==> src/rtl/mc_pkg.sv <==
// Shared definitions for the multicast tag scheduler: FSM state encoding,
// default field widths and the counter-width helper.
package mc_pkg;

    typedef enum logic [2:0] {
        ST_IDLE  = 3'd0,
        ST_LOAD  = 3'd1,
        ST_SHIFT = 3'd2,
        ST_RUN   = 3'd3,
        ST_DRAIN = 3'd4
    } state_e;

    localparam int DEF_ID_LEN    = 4;
    localparam int DEF_VALUE_LEN = 32;

    // One spare bit over the index width so the counter can hold NUM_PE itself
    function automatic int cnt_w(input int num_pe);
        return $clog2(num_pe) + 1;
    endfunction

endpackage

==> src/rtl/mc_id_buf.sv <==
// ID staging buffer: NUM_PE x ID_LEN register file with one write port
// (filled while loading IDs) and one combinational read port (indexed
// while shifting). Storage has no reset; contents are always rewritten
// in full before they are read.
module mc_id_buf
    import mc_pkg::*;
#(
    parameter int ID_LEN = DEF_ID_LEN,
    parameter int NUM_PE = 8,
    parameter int AW     = $clog2(NUM_PE)
) (
    input  logic              clk,
    input  logic              wr_en_i,
    input  logic [AW-1:0]     wr_addr_i,
    input  logic [ID_LEN-1:0] wr_data_i,
    input  logic [AW-1:0]     rd_addr_i,
    output logic [ID_LEN-1:0] rd_data_o
);

    logic [ID_LEN-1:0] mem_q [NUM_PE];

    // Capture each accepted ID word at its slot
    always_ff @(posedge clk) begin
        if (wr_en_i) begin
            mem_q[wr_addr_i] <= wr_data_i;
        end
    end

    assign rd_data_o = mem_q[rd_addr_i];

endmodule

==> src/rtl/mc_tag_scheduler.sv <==
// Multicast bus sequencer: loads NUM_PE controller IDs into the scan
// chain, then forwards tagged packets through a one-entry hold register
// onto the bus. Optional perf counters are built when
// MC_TAG_SCHED_PERF_EN is defined.
module mc_tag_scheduler
    import mc_pkg::*;
#(
    parameter int ID_LEN    = DEF_ID_LEN,
    parameter int VALUE_LEN = DEF_VALUE_LEN,
    parameter int NUM_PE    = 8
`ifdef MC_TAG_SCHED_PERF_EN
    ,
    parameter int PERF_W    = 16
`endif
) (
    input  logic                 clk,
    input  logic                 rst_n,
    input  logic                 cfg_start,
    input  logic                 cfg_valid,
    input  logic [ID_LEN-1:0]    cfg_id,
    output logic                 cfg_ready,
    output logic                 cfg_done,
    output logic                 set_id,
    output logic [ID_LEN-1:0]    id_out,
    input  logic                 in_valid,
    input  logic [ID_LEN-1:0]    in_tag,
    input  logic [VALUE_LEN-1:0] in_value,
    output logic                 in_ready,
    output logic [ID_LEN-1:0]    bus_tag,
    output logic                 bus_enable,
    output logic [VALUE_LEN-1:0] bus_value,
    input  logic                 bus_ready,
    output logic                 busy
`ifdef MC_TAG_SCHED_PERF_EN
    ,
    output logic [PERF_W-1:0]    perf_xfer,
    output logic [PERF_W-1:0]    perf_stall
`endif
);

    localparam int              CNT_W = cnt_w(NUM_PE);
    localparam int              AW    = $clog2(NUM_PE);
    localparam logic [CNT_W-1:0] LAST = CNT_W'(NUM_PE - 1);

    state_e                state_q, state_d;
    logic [CNT_W-1:0]      cnt_q, cnt_d;
    logic                  done_q, done_d;
    logic                  hold_v_q, hold_v_d;
    logic [ID_LEN-1:0]     hold_tag_q;
    logic [VALUE_LEN-1:0]  hold_val_q;
    logic                  accept;
    logic                  buf_we;
    logic [ID_LEN-1:0]     buf_rd;

    // Shift cycle k reads the far end first so PE j finishes holding word j
    mc_id_buf #(
        .ID_LEN (ID_LEN),
        .NUM_PE (NUM_PE),
        .AW     (AW)
    ) u_id_buf (
        .clk       (clk),
        .wr_en_i   (buf_we),
        .wr_addr_i (cnt_q[AW-1:0]),
        .wr_data_i (cfg_id),
        .rd_addr_i (AW'(LAST - cnt_q)),
        .rd_data_o (buf_rd)
    );

    assign cfg_ready  = (state_q == ST_LOAD);
    assign buf_we     = cfg_valid && cfg_ready;
    assign set_id     = (state_q == ST_SHIFT);
    assign id_out     = set_id ? buf_rd : '0;
    assign cfg_done   = done_q;
    assign busy       = (state_q != ST_IDLE) && (state_q != ST_RUN);

    assign in_ready   = (state_q == ST_RUN) && (!hold_v_q || bus_ready);
    assign accept     = in_valid && in_ready;
    assign hold_v_d   = accept || (hold_v_q && !bus_ready);

    assign bus_enable = hold_v_q;
    assign bus_tag    = hold_v_q ? hold_tag_q : '0;
    assign bus_value  = hold_v_q ? hold_val_q : '0;

    // Next-state logic for configuration sequencing and drain handling
    always_comb begin
        state_d = state_q;
        cnt_d   = cnt_q;
        done_d  = 1'b0;
        case (state_q)
            ST_IDLE: begin
                if (cfg_start) begin
                    state_d = ST_LOAD;
                    cnt_d   = '0;
                end
            end
            ST_LOAD: begin
                if (cfg_valid) begin
                    if (cnt_q == LAST) begin
                        state_d = ST_SHIFT;
                        cnt_d   = '0;
                    end else begin
                        cnt_d = cnt_q + CNT_W'(1);
                    end
                end
            end
            ST_SHIFT: begin
                if (cnt_q == LAST) begin
                    state_d = ST_RUN;
                    cnt_d   = '0;
                    done_d  = 1'b1;
                end else begin
                    cnt_d = cnt_q + CNT_W'(1);
                end
            end
            ST_RUN: begin
                if (cfg_start) begin
                    state_d = hold_v_d ? ST_DRAIN : ST_LOAD;
                    cnt_d   = '0;
                end
            end
            ST_DRAIN: begin
                if (!hold_v_d) begin
                    state_d = ST_LOAD;
                    cnt_d   = '0;
                end
            end
            default: begin
                state_d = ST_IDLE;
                cnt_d   = '0;
            end
        endcase
    end

    // State, counter and completion-pulse registers
    always_ff @(posedge clk or negedge rst_n) begin
        if (!rst_n) begin
            state_q <= ST_IDLE;
            cnt_q   <= '0;
            done_q  <= 1'b0;
        end else begin
            state_q <= state_d;
            cnt_q   <= cnt_d;
            done_q  <= done_d;
        end
    end

    // One-entry hold register; payload only moves on an accept so it stays stable while stalled
    always_ff @(posedge clk or negedge rst_n) begin
        if (!rst_n) begin
            hold_v_q   <= 1'b0;
            hold_tag_q <= '0;
            hold_val_q <= '0;
        end else begin
            hold_v_q <= hold_v_d;
            if (accept) begin
                hold_tag_q <= in_tag;
                hold_val_q <= in_value;
            end
        end
    end

`ifdef MC_TAG_SCHED_PERF_EN
    logic [PERF_W-1:0] perf_xfer_q, perf_stall_q;
    logic              load_entry;

    assign load_entry = (state_d == ST_LOAD) && (state_q != ST_LOAD);

    // Saturating transfer/stall counters, cleared whenever reconfiguration begins
    always_ff @(posedge clk or negedge rst_n) begin
        if (!rst_n) begin
            perf_xfer_q  <= '0;
            perf_stall_q <= '0;
        end else if (load_entry) begin
            perf_xfer_q  <= '0;
            perf_stall_q <= '0;
        end else begin
            if (hold_v_q && bus_ready && !(&perf_xfer_q)) begin
                perf_xfer_q <= perf_xfer_q + PERF_W'(1);
            end
            if (hold_v_q && !bus_ready && !(&perf_stall_q)) begin
                perf_stall_q <= perf_stall_q + PERF_W'(1);
            end
        end
    end

    assign perf_xfer  = perf_xfer_q;
    assign perf_stall = perf_stall_q;
`endif

endmodule
==> config.mk <==
export PLATFORM = sky130hd
export DESIGN_NAME = mc_tag_scheduler
export DESIGN_NICKNAME = d
export VERILOG_FILES = /design/src/rtl/mc_pkg.sv /design/src/rtl/mc_id_buf.sv /design/src/rtl/mc_tag_scheduler.sv
export SDC_FILE = /design/constraint.sdc
export NUM_CORES = 1
export LEC_CHECK = 0
export BUFFER_PORTS_ARGS = -buffer_cell sky130_fd_sc_hd__buf_2
export CELL_PAD_IN_SITES_DETAIL_PLACEMENT = 2
export CELL_PAD_IN_SITES_GLOBAL_PLACEMENT = 2
export CORE_UTILIZATION = 35
export CTS_BUF_LIST = sky130_fd_sc_hd__clkbuf_16
export DETAILED_ROUTE_END_ITERATION = 16
export PLACE_DENSITY_LB_ADDON = 0.1
export SYNTH_ARGS = -nofsm -noshare
export SYNTH_HDL_FRONTEND = slang
export SYNTH_SLANG_ARGS = --single-unit
==> constraint.sdc <==
create_clock -name clk -period 1.97 [get_ports clk]
set_input_delay 0.0985 -clock clk [delete_from_list [all_inputs] [get_ports clk]]
set_output_delay 0.0985 -clock clk [all_outputs]
set_load 0.03 [all_outputs]
=== After elaboration in Yosys (flattened, before gate mapping) ===
Memory sizes are Yosys's and may differ from the RTL's.
Cells that the tools add are included.

* Logic and storage cells: 56
* Memory bits (writable): 32
* Input port bits: 46
* Memories kept: 1
* Register bits: 45

* $add $sub $neg: 2
* Reductions and logical operators: 14
* Multiplexer cells: 20
* Equality and inequality tests: 13

{| class="wikitable"
|+ Memory list
! memory !! words !! width !! read ports !! clocked after memory_dff !! write ports !! RTL line !! source
|-
| u_id_buf.mem_q || 8 || 4 || 1 || 0 || 1 || mc_id_buf.sv:20 || <nowiki>logic [ID_LEN-1:0] mem_q [NUM_PE];</nowiki>
|}

{| class="wikitable"
|+ Operator list
! cell !! number
|-
| two-way mux 32 bit || 1
|-
| two-way mux 4 bit || 6
|-
| two-way mux 3 bit || 7
|-
| one-hot mux 4 bit (4 select lines) || 1
|-
| one-hot mux 3 bit (5 select lines) || 1
|-
| != test 2 bit (second input constant) || 4
|-
| == test 3 x 2 -> 1 bit (second input constant) || 2
|-
| != test 2 x 1 -> 1 bit (second input constant) || 3
|-
| AND reduction 6 bit || 1
|-
| logical AND 1 bit || 5
|-
| adder 4 x 1 -> 4 bit (second input constant) || 1
|-
| == test 4 x 3 -> 1 bit (second input constant) || 1
|-
| two-way mux 1 bit || 4
|-
| == test 3 x 1 -> 1 bit (second input constant) || 1
|-
| == test 3 bit (second input constant) || 1
|-
| zero test 3 bit || 1
|-
| != test 3 x 2 -> 1 bit (second input constant) || 1
|-
| AND reduction 3 bit || 1
|-
| nonzero test 3 bit || 1
|-
| subtractor 3 bit (first input constant) || 1
|-
| zero test 1 bit || 2
|-
| logical OR 1 bit || 2
|-
| OR reduction 2 bit || 1
|}

=== Longest topological paths before layout ===
Gate-level depths: netlist of the first run.

* Depth in word-level cells: 8
* Mapped depth: 6
* Mapped depth without buffers: 5

=== Modules after synthesis ===
From an unflattened synthesis of the first run, not the netlist that was laid out.

* Cells, all modules: 235
* Area total of the unflattened synthesis: 3,563.4 um^2

{| class="wikitable"
|+ Modules (own cells, without submodules)
! module !! cells an instance !! area an instance (um^2) !! sequential area each (um^2) !! times used
|-
| mc_tag_scheduler || 176 || 2,273.4 || 1,126.1 || 1
|-
| mc_id_buf || 59 || 1,290.0 || 960.9 || 1
|}

=== Worst setup path after synthesis of the first run ===
Ideal clock, no wire load.

* Kind: register to register
* Start: register state_q[2]
* End: memory u_id_buf.mem_q[0][0] (netlist bit) (enable)
* Arrival time: 2.122 ns
* Stages on the path, launching flop included: 5
* Required time: 1.609 ns
* Slack: -0.513 ns
* Library setup time: 0.361 ns
* Cells stage by stage: dfrtp_1 -> buf_2 -> nor3b_1 -> nand3_1 -> nor3_1

* Cells in the longest elaborated chain, start to end: 4

{| class="wikitable"
|+ RTL lines
! what !! RTL line !! source
|-
| start, declared || mc_tag_scheduler.sv:45 || <nowiki>state_e state_q, state_d;</nowiki>
|-
| start signal, assigned || mc_tag_scheduler.sv:141 || <nowiki>state_q <= state_d;</nowiki>
|-
| == test 3 x 1 -> 1 bit || mc_tag_scheduler.sv:69 || <nowiki>assign cfg_ready = (state_q == ST_LOAD);</nowiki>
|-
| via cfg_ready || mc_tag_scheduler.sv:21 || <nowiki>output logic cfg_ready,</nowiki>
|-
| logical AND 1 bit || mc_tag_scheduler.sv:70 || <nowiki>assign buf_we = cfg_valid && cfg_ready;</nowiki>
|-
| two-way mux 1 bit || mc_id_buf.sv:24 || <nowiki>if (wr_en_i) begin</nowiki>
|-
| two-way mux 1 bit (not written as such) || mc_id_buf.sv:25 || <nowiki>mem_q[wr_addr_i] <= wr_data_i;</nowiki>
|-
| end, declared || mc_id_buf.sv:20 ||
|}

The timed path passes the listed nets, and every way through them passes these cells.

=== Final worst setup path of the first run ===
* Start: register cnt_q[1]
* End: output id_out[3]

* Cells in the longest elaborated chain, start to end: 3

{| class="wikitable"
|+ RTL lines
! what !! RTL line !! source
|-
| start, declared || mc_tag_scheduler.sv:46 || <nowiki>logic [CNT_W-1:0] cnt_q, cnt_d;</nowiki>
|-
| start signal, assigned || mc_tag_scheduler.sv:142 || <nowiki>cnt_q <= cnt_d;</nowiki>
|-
| subtractor 3 bit || mc_tag_scheduler.sv:65 || <nowiki>.rd_addr_i (AW'(LAST - cnt_q)),</nowiki>
|-
| memory read (8 x 4 bit) || -- ||
|-
| two-way mux 4 bit || mc_tag_scheduler.sv:72 || <nowiki>assign id_out = set_id ? buf_rd : '0;</nowiki>
|-
| end, declared || mc_tag_scheduler.sv:24 || <nowiki>output logic [ID_LEN-1:0] id_out,</nowiki>
|}

Every way passes these cells.

==> results of run 1 <==
-- per-layer routing --
| layer | up-vias | global-route usage [%] |
|---|---|---|
| li1 | 1239 | - |
| met1 | 1388 | 24.5 |
| met3 | 15 | 5.33 |
| met2 | 65 | 40.3 |
| met4 | 0 | 7.65 |
| met5 | - | 0 |
-- report_power, final --
group	switching, uW	internal, uW
combinational	909	1100
clock	685	1120
sequential	341	2170
total	1930	4390
-- per-stage QoR --
stage / cell area, um2 / worst slack [ps] / power, uW / std cells
final: 5040 / 59.3 / 6320 / 546
after global routing: 5040 / -43.8 / 6630 / 546
after floorplan: 3670 / 54.0 / 3720 / 271
after CTS: 4970 / 7.57 / 6190 / 541
after detailed placement: 4340 / 79.5 / 4270 / 496
after global placement: 4340 / 155 / 4160 / 496
-- timing repair --
| item | CTS | global route |
|---|---|---|
| buffers inserted | 3 | 4 |
| hold endpoints to repair | 70 | 1 |
| setup endpoints to repair | 5 | 3 |
| pin swaps | 1 | 1 |
| gates resized for setup | 8 | 7 |
| hold buffers | 26 | 1 |
-- worst max-delay path by stage --
| stage | from | end | slack, ps |
|---|---|---|---|
| floorplan | state_q[2] | u_id_buf.mem_q[0][0] | 50 |
| CTS | cnt_q[1] | id_out[2] | 8 |
| detailed placement | cnt_q[1] | id_out[1] | 80 |
| finish | cnt_q[1] | id_out[3] | 60 |
| global route | cnt_q[1] | id_out[2] | -40 |
| global placement | cnt_q[1] | id_out[2] | 150 |
-- sequential cells by signal, indices dropped and copies added, names as in the netlist --
register        cells
state_q             3
u_id_buf.mem_q     32
cfg_done            1
hold_val_q         32
cnt_q               4
bus_enable          1
hold_tag_q          4
-- final cells by class --
type	instances	area share, %
clock inverter	7	1.94
tap	133	3.30
inverter	4	0.372
clock buffer	9	4.47
sequential	77	41.5
timing repair buffer	144	19.0
multi-input combinational	172	29.4
-- kinds of logic (layout without fill, tap and decap cells) --
logic type | count (synthesis) | in the layout | synth area share (%)
simple gates | 94 | 94 | 15.3
xor+xnor | 1 | 1 | 0.444
buf+inv | 22 | 164 | 3.38
mux | 47 | 47 | 17.9
fa+ha+maj | 1 | 1 | 0.342
flops | 77 | 77 | 57.0
compound gates | 29 | 29 | 5.60
-- synth_stat cells (2+ instances only) --
library cell,instances
o21ai_0,4
o31a_1,2
a21oi_1,6
edfxtp_1,32
nand3_1,6
dfrtp_1,45
a31oi_1,2
nand2_1,8
inv_1,4
buf_2,6
o32ai_1,2
mux2_2,8
or2_2,2
o31ai_1,2
nand3b_1,3
mux2_4,30
nor3b_1,3
and3_1,4
and2_1,36
mux2i_1,7
clkbuf_1,7
nor2_1,16
buf_6,4
nor3_1,4
nand2b_1,4
mux4_2,2
-- worst max-delay path, delay by kind of cell, from the launching register on --
| kind | cells | cell delay, ps |
|---|---|---|
| DFF | 1 | 450 |
| buffers and inverters | 2 | 310 |
| muxes | 2 | 660 |
| and+or+nand+nor | 1 | 60 |
-- placed cells by master (no fill, tap or decap), types with 6 or more instances in the layout --
cell type	netlist	routed
buf_2	6	89
dfrtp_1	45	41
and2_1	36	36
edfxtp_1	32	32
mux2_4	30	30
dlygate4sd3_1	0	27
buf_4	1	24
nor2_1	16	15
clkbuf_16	0	9
nand2_1	8	8
mux2_2	8	8
mux2i_1	7	7
nand3_1	6	6
==> metrics.md, run 1 <==
| Metric | Value |
|---|---|
| Outcome | complete, no violations |
| Number of global-route vias before repair | 3060 |
| Kind of end point of the critical path | primary output |
| Net count after synthesis | about 320 |
| Storage cell area | 2090 um2 |
| Die height | approximately 100 um |
| Drt drc | 0 |
| Dominant cells by area after synthesis | dfrtp_1 31%, edfxtp_1 26%, mux2_4 12% |
| Routability congestion estimate | 0.754 |
| Top-area cell type share of the netlist area | 30.7% |
| Drt pass-1 iters | 4 |
| Clock Sinks | 77 |
| Total congestion overflow | 0 |
| Fmax | 0.523 GHz |
| Cell accounting for the most synthesized area | dfrtp_1 |
| Boundary pin count | 92 |
| Post-DR vias/cell | 4.96 |
| CTS H-tree depth | 3 |
| Reg-to-Reg Start | state_q[2] |
| Total number of vias | 2707 |
| Area of the multi-input gates | 1490 um2 |
| Pwr Density | around 1300 nW/um2 |
| Final period util | 97.0% |
| Syn-to-layout area delta | 37.7% |
| Top layer in use | met4 |
| Max cap viols | 0 |
| Syn_area_per_cell | 13.5 um2 |
| Initial Util | 36.8% |
| Hold_ws | roughly 8.4 ps |
| GR Util All Layers | 21.9% |
| Layout net count | approximately 460 |
| Yosys warns | 0 |
| EDFF count, synth | 32 |
| Slew headroom | about 72% |
| Antenna Cells | 0 |
| Register area share after synthesis | a little under three fifths |
| Hold Path Sink | hold_val_q[9] |
| Core area | between 9000 and 10000 um2 |
| Hold Path Depth | 2 |
| Clk_lat worst skew | 330 ps |
| Critical path class | flip-flop to primary output |
| Dpl hpwl | 6860 um |
| Worst endpoint data arrival time | 1810 ps |
| Worst-path clk slew | 60 ps |
| Synth Flop Type | dfrtp_1 |
| First-pass GRT wire length | 17900 um |
| I/O Buffers | a little over 90 |
| CTS tree | built |
| Die ar. | 10900 um2 |
| Hold WC Path Type | input port to flip-flop |
| Leakage | 0.00241 uW |
| Final min period | 1910 ps |
| Largest net degree at the start of global routing | 46 |
| Maximum root-to-sink buffer count | 2 |
| Min-delay src | in_value[9] |
| Worst vdd ir | approximately 0.00057 V |
| Final setup vio count | 0 |
| Crit path cell chain | buf_12, mux4_2, mux2i_1, nor2_1, buf_2 |
| Layout cells sized above 1 | 46.7% |
| Initial DRC count | 65 |
| Slew @ Worst Pin | roughly 410 ps |
| CTS Buf Count | 9 |
| R2R Setup Slk | 140 ps |
| Row cnt | 36 |
| Slowest stage delay, CP | 490 ps |
| Final hold viol count | 0 |
| Die Width | 104 um |
| Critical Path Start Type | flip-flop |
| Post-DR wirelength/cell | 20.6 um |
| Root Buffer | clkbuf_16 |
| Final Core Density | 50.7% |
| WP data required | 1870 ps |
| Metal-1 WL | around 4600 um |
| Routed length on met3 | 421 um |
| Seq cells post-synth | 77 |
| Crit-path max FO | 5 |
| Reg2Reg Depth | 5 |
| Fin Setup TNS | 0 ps |
| Routed Antenna Nets | 0 |
| FILL cells | 984 |
| Post-Syn Area | 3660 um2 |
| Slew Limit Fails | 0 |
| Layout Skew | 6.71 ps |
| Antenna violations before repair | 0 |
| Async S/R FF share, synth | 58.4% |
| Reg-to-Reg End | cnt_q[0] |
| Yosys cell types | 48 |
| CP max-delay cell | mux4_2 |
| WL met2 | 5980 um |
| Total wire length | 11300 um |
| Mapped Cells | 271 |
(Power assumes the default switching activity.)
==> run 2: changes to the inputs <==
- RECOVER_POWER: default -> 100
==> metrics.md, run 2 (synthesis results as in run 1) <==
| Metric | Value |
|---|---|
| Outcome | finished, violations left (was complete, no violations) |
| Failing checks | hold timing |
| Initial DRC count | 62 (was 65) |
| Crit-path max FO | 5 (unchanged) |
| Total wire length | 11200 um (was 11300 um) |
| Antenna violations before repair | 0 (unchanged) |
| Max cap viols | 0 (unchanged) |
| Hold_ws | -7.08 ps (was 8.39 ps) |
| Pwr Density | 1240 nW/um2 (was 1250 nW/um2) |
| Die height | 104 um (unchanged) |
| Reg-to-Reg End | cnt_q[0] (unchanged) |
| Fin Setup TNS | 0 ps (unchanged) |
| Routed Antenna Nets | 0 (unchanged) |
| Final period util | 97.1% (was 97.0%) |
| Maximum root-to-sink buffer count | 2 (unchanged) |
| Initial Util | 36.8% (unchanged) |
| Final setup vio count | 0 (unchanged) |
| Crit path cell chain | buf_12, mux4_2, mux2i_1, nor2_1, buf_2 (unchanged) |
| Core area | 9950 um2 (unchanged) |
| Crit path buffers/inverters | 2 (unchanged) |
| CTS tree | built (unchanged) |
| Hold Path Depth | 2 (unchanged) |
| Routability congestion estimate | 0.754 (unchanged) |
| Largest net degree at the start of global routing | 46 (unchanged) |
| Total number of vias | 2690 (was 2707) |
| Layout cells sized above 1 | 35.6% (was 46.7%) |
| Worst vdd ir | 0.000526 V (was 0.000568 V) |
| Layout Skew | 7.13 ps (was 6.71 ps) |
| Total congestion overflow | 0 (unchanged) |
| Min-delay src | in_value[9] (unchanged) |
| Row cnt | 36 (unchanged) |
| WP data required | 1870 ps (about the same) |
| Kind of end point of the critical path | primary output (unchanged) |
| Top delay family on crit path | multiplexers (unchanged) |
| R2R Setup Slk | 100 ps (was 140 ps) |
| Drt pass-1 iters | 4 (unchanged) |
| CTS Buf Count | 9 (unchanged) |
| I/O Buffers | 91 (unchanged) |
| Clk_lat worst skew | 330 ps (about the same) |
| Leakage | 0.00219 uW (was 0.00241 uW) |
| Critical path class | flip-flop to primary output (unchanged) |
| FILL cells | 1036 (was 984) |
| CP max-delay cell | mux4_2 (unchanged) |
| Reg-to-Reg Start | state_q[2] (unchanged) |
| Final min period | 1910 ps (about the same) |
| Root Buffer | clkbuf_16 (unchanged) |
| Worst-path clk slew | 60 ps (about the same) |
| CTS H-tree depth | 3 (unchanged) |
| Clock Sinks | 77 (unchanged) |
| Most frequent cells in the layout | 62 x buf_2, 41 x dfrtp_1, 32 x edfxtp_1 (was 89 x buf_2, 41 x dfrtp_1, 36 x and2_1) |
| Drt drc | 0 (unchanged) |
| Slew Limit Fails | 0 (unchanged) |
| Fmax | 0.523 GHz (about the same) |
| Die Width | 104 um (unchanged) |
| First-pass GRT wire length | 17900 um (unchanged) |
| Slowest stage delay, CP | 490 ps (about the same) |
| Hold WC Path Type | input port to flip-flop (unchanged) |
| Number of global-route vias before repair | 3060 (unchanged) |
| Slew @ Worst Pin | 1190 ps (was 412 ps) |
| Final hold viol count | 5 (was 0) |
| Power Total | 6030 uW (was 6320 uW) |
| Antenna Cells | 0 (unchanged) |
| Worst endpoint data arrival time | 1810 ps (about the same) |
| Hold Path Sink | hold_val_q[9] (unchanged) |
| Die ar. | 10900 um2 (unchanged) |
| Dpl hpwl | 6860 um (unchanged) |
| Slew headroom | 20.7% (was 72.4%) |
| Most common cell after layout, fill and taps aside | buf_2 (unchanged) |
| GR Util All Layers | 21.9% (unchanged) |
| Layout net count | 455 (unchanged) |
| Post-DR wirelength/cell | 20.5 um (was 20.6 um) |
| Boundary pin count | 92 (unchanged) |
| Reg2Reg Depth | 5 (unchanged) |
| Critical Path Start Type | flip-flop (unchanged) |
| Post-DR vias/cell | 4.93 (was 4.96) |
| Syn-to-layout area delta | 33.1% (was 37.7%) |
| Regs by FF count | hold_val_q x32, u_id_buf.mem_q x32 (unchanged) |
run 2: timing repair:
action / 4_1_cts / 5_1_grt
hold endpoints to repair: 70 / 1
hold buffers: 26 / 1
setup buffers: 3 / 4
pin swaps: 1 / 1
gates resized for setup: 8 / 7
endpoints found under the setup margin: 5 / 3
run 2: metal layers:
layer / up-vias / global-route usage, % / wire [um]
li1: 1240 / - / -
met1: 1371 / 24.5 / 4490
met2: 63 / 40.3 / 6080
met3: 16 / 5.33 / 434
met4: 0 / 7.65 / 208
met5: - / 0 / 0
run 2: stage by stage:
step | hold slack (ps) | setup slack (ps) | utilization (%) | cell area [um2] | instances
floorplan | -197 | 54.0 | - | 3670 | 271
global placement | 101 | 155 | 43.6 | 4340 | 496
detailed placement | 110 | 79.5 | 43.6 | 4340 | 496
CTS | 0.720 | 7.57 | 49.9 | 4970 | 541
global route | -7.47 | -62.1 | 49.0 | 4880 | 546
finish | -7.08 | 57.3 | 49.0 | 4880 | 546
run 2: worst max path at each step:
stage | cells past startpoint | startpoint | slack (ps) | end
final | 5 | cnt_q[1] | 60 | id_out[3]
after global routing | 5 | cnt_q[1] | -60 | id_out[2]
after CTS | 5 | cnt_q[1] | 8 | id_out[2]
after detailed placement | 4 | cnt_q[1] | 80 | id_out[1]
after floorplan | 4 | state_q[2] | 50 | u_id_buf.mem_q[0][0]
after global placement | 5 | cnt_q[1] | 150 | id_out[2]
run 2: area by class of cell:
cell class | count | area, um2 | share of cell area (%)
inverter | 4 | 18.8 | 0.385
sequential | 77 | 2090 | 42.9
clock buffer | 9 | 225 | 4.62
tap | 133 | 166 | 3.41
clock inverter | 7 | 97.6 | 2.00
multi-input combinational | 172 | 1370 | 28.2
timing repair buffer | 144 | 902 | 18.5
run 2: power breakdown:
| part | internal (uW) | leakage [uW] | switching [uW] | total, uW |
|---|---|---|---|---|
| Sequential | 2170 | 0.000860 | 326 | 2500 |
| Combinational | 833 | 0.00117 | 910 | 1740 |
| Clock | 1120 | 0.000154 | 679 | 1800 |
| Total | 4120 | 0.00219 | 1920 | 6030 |
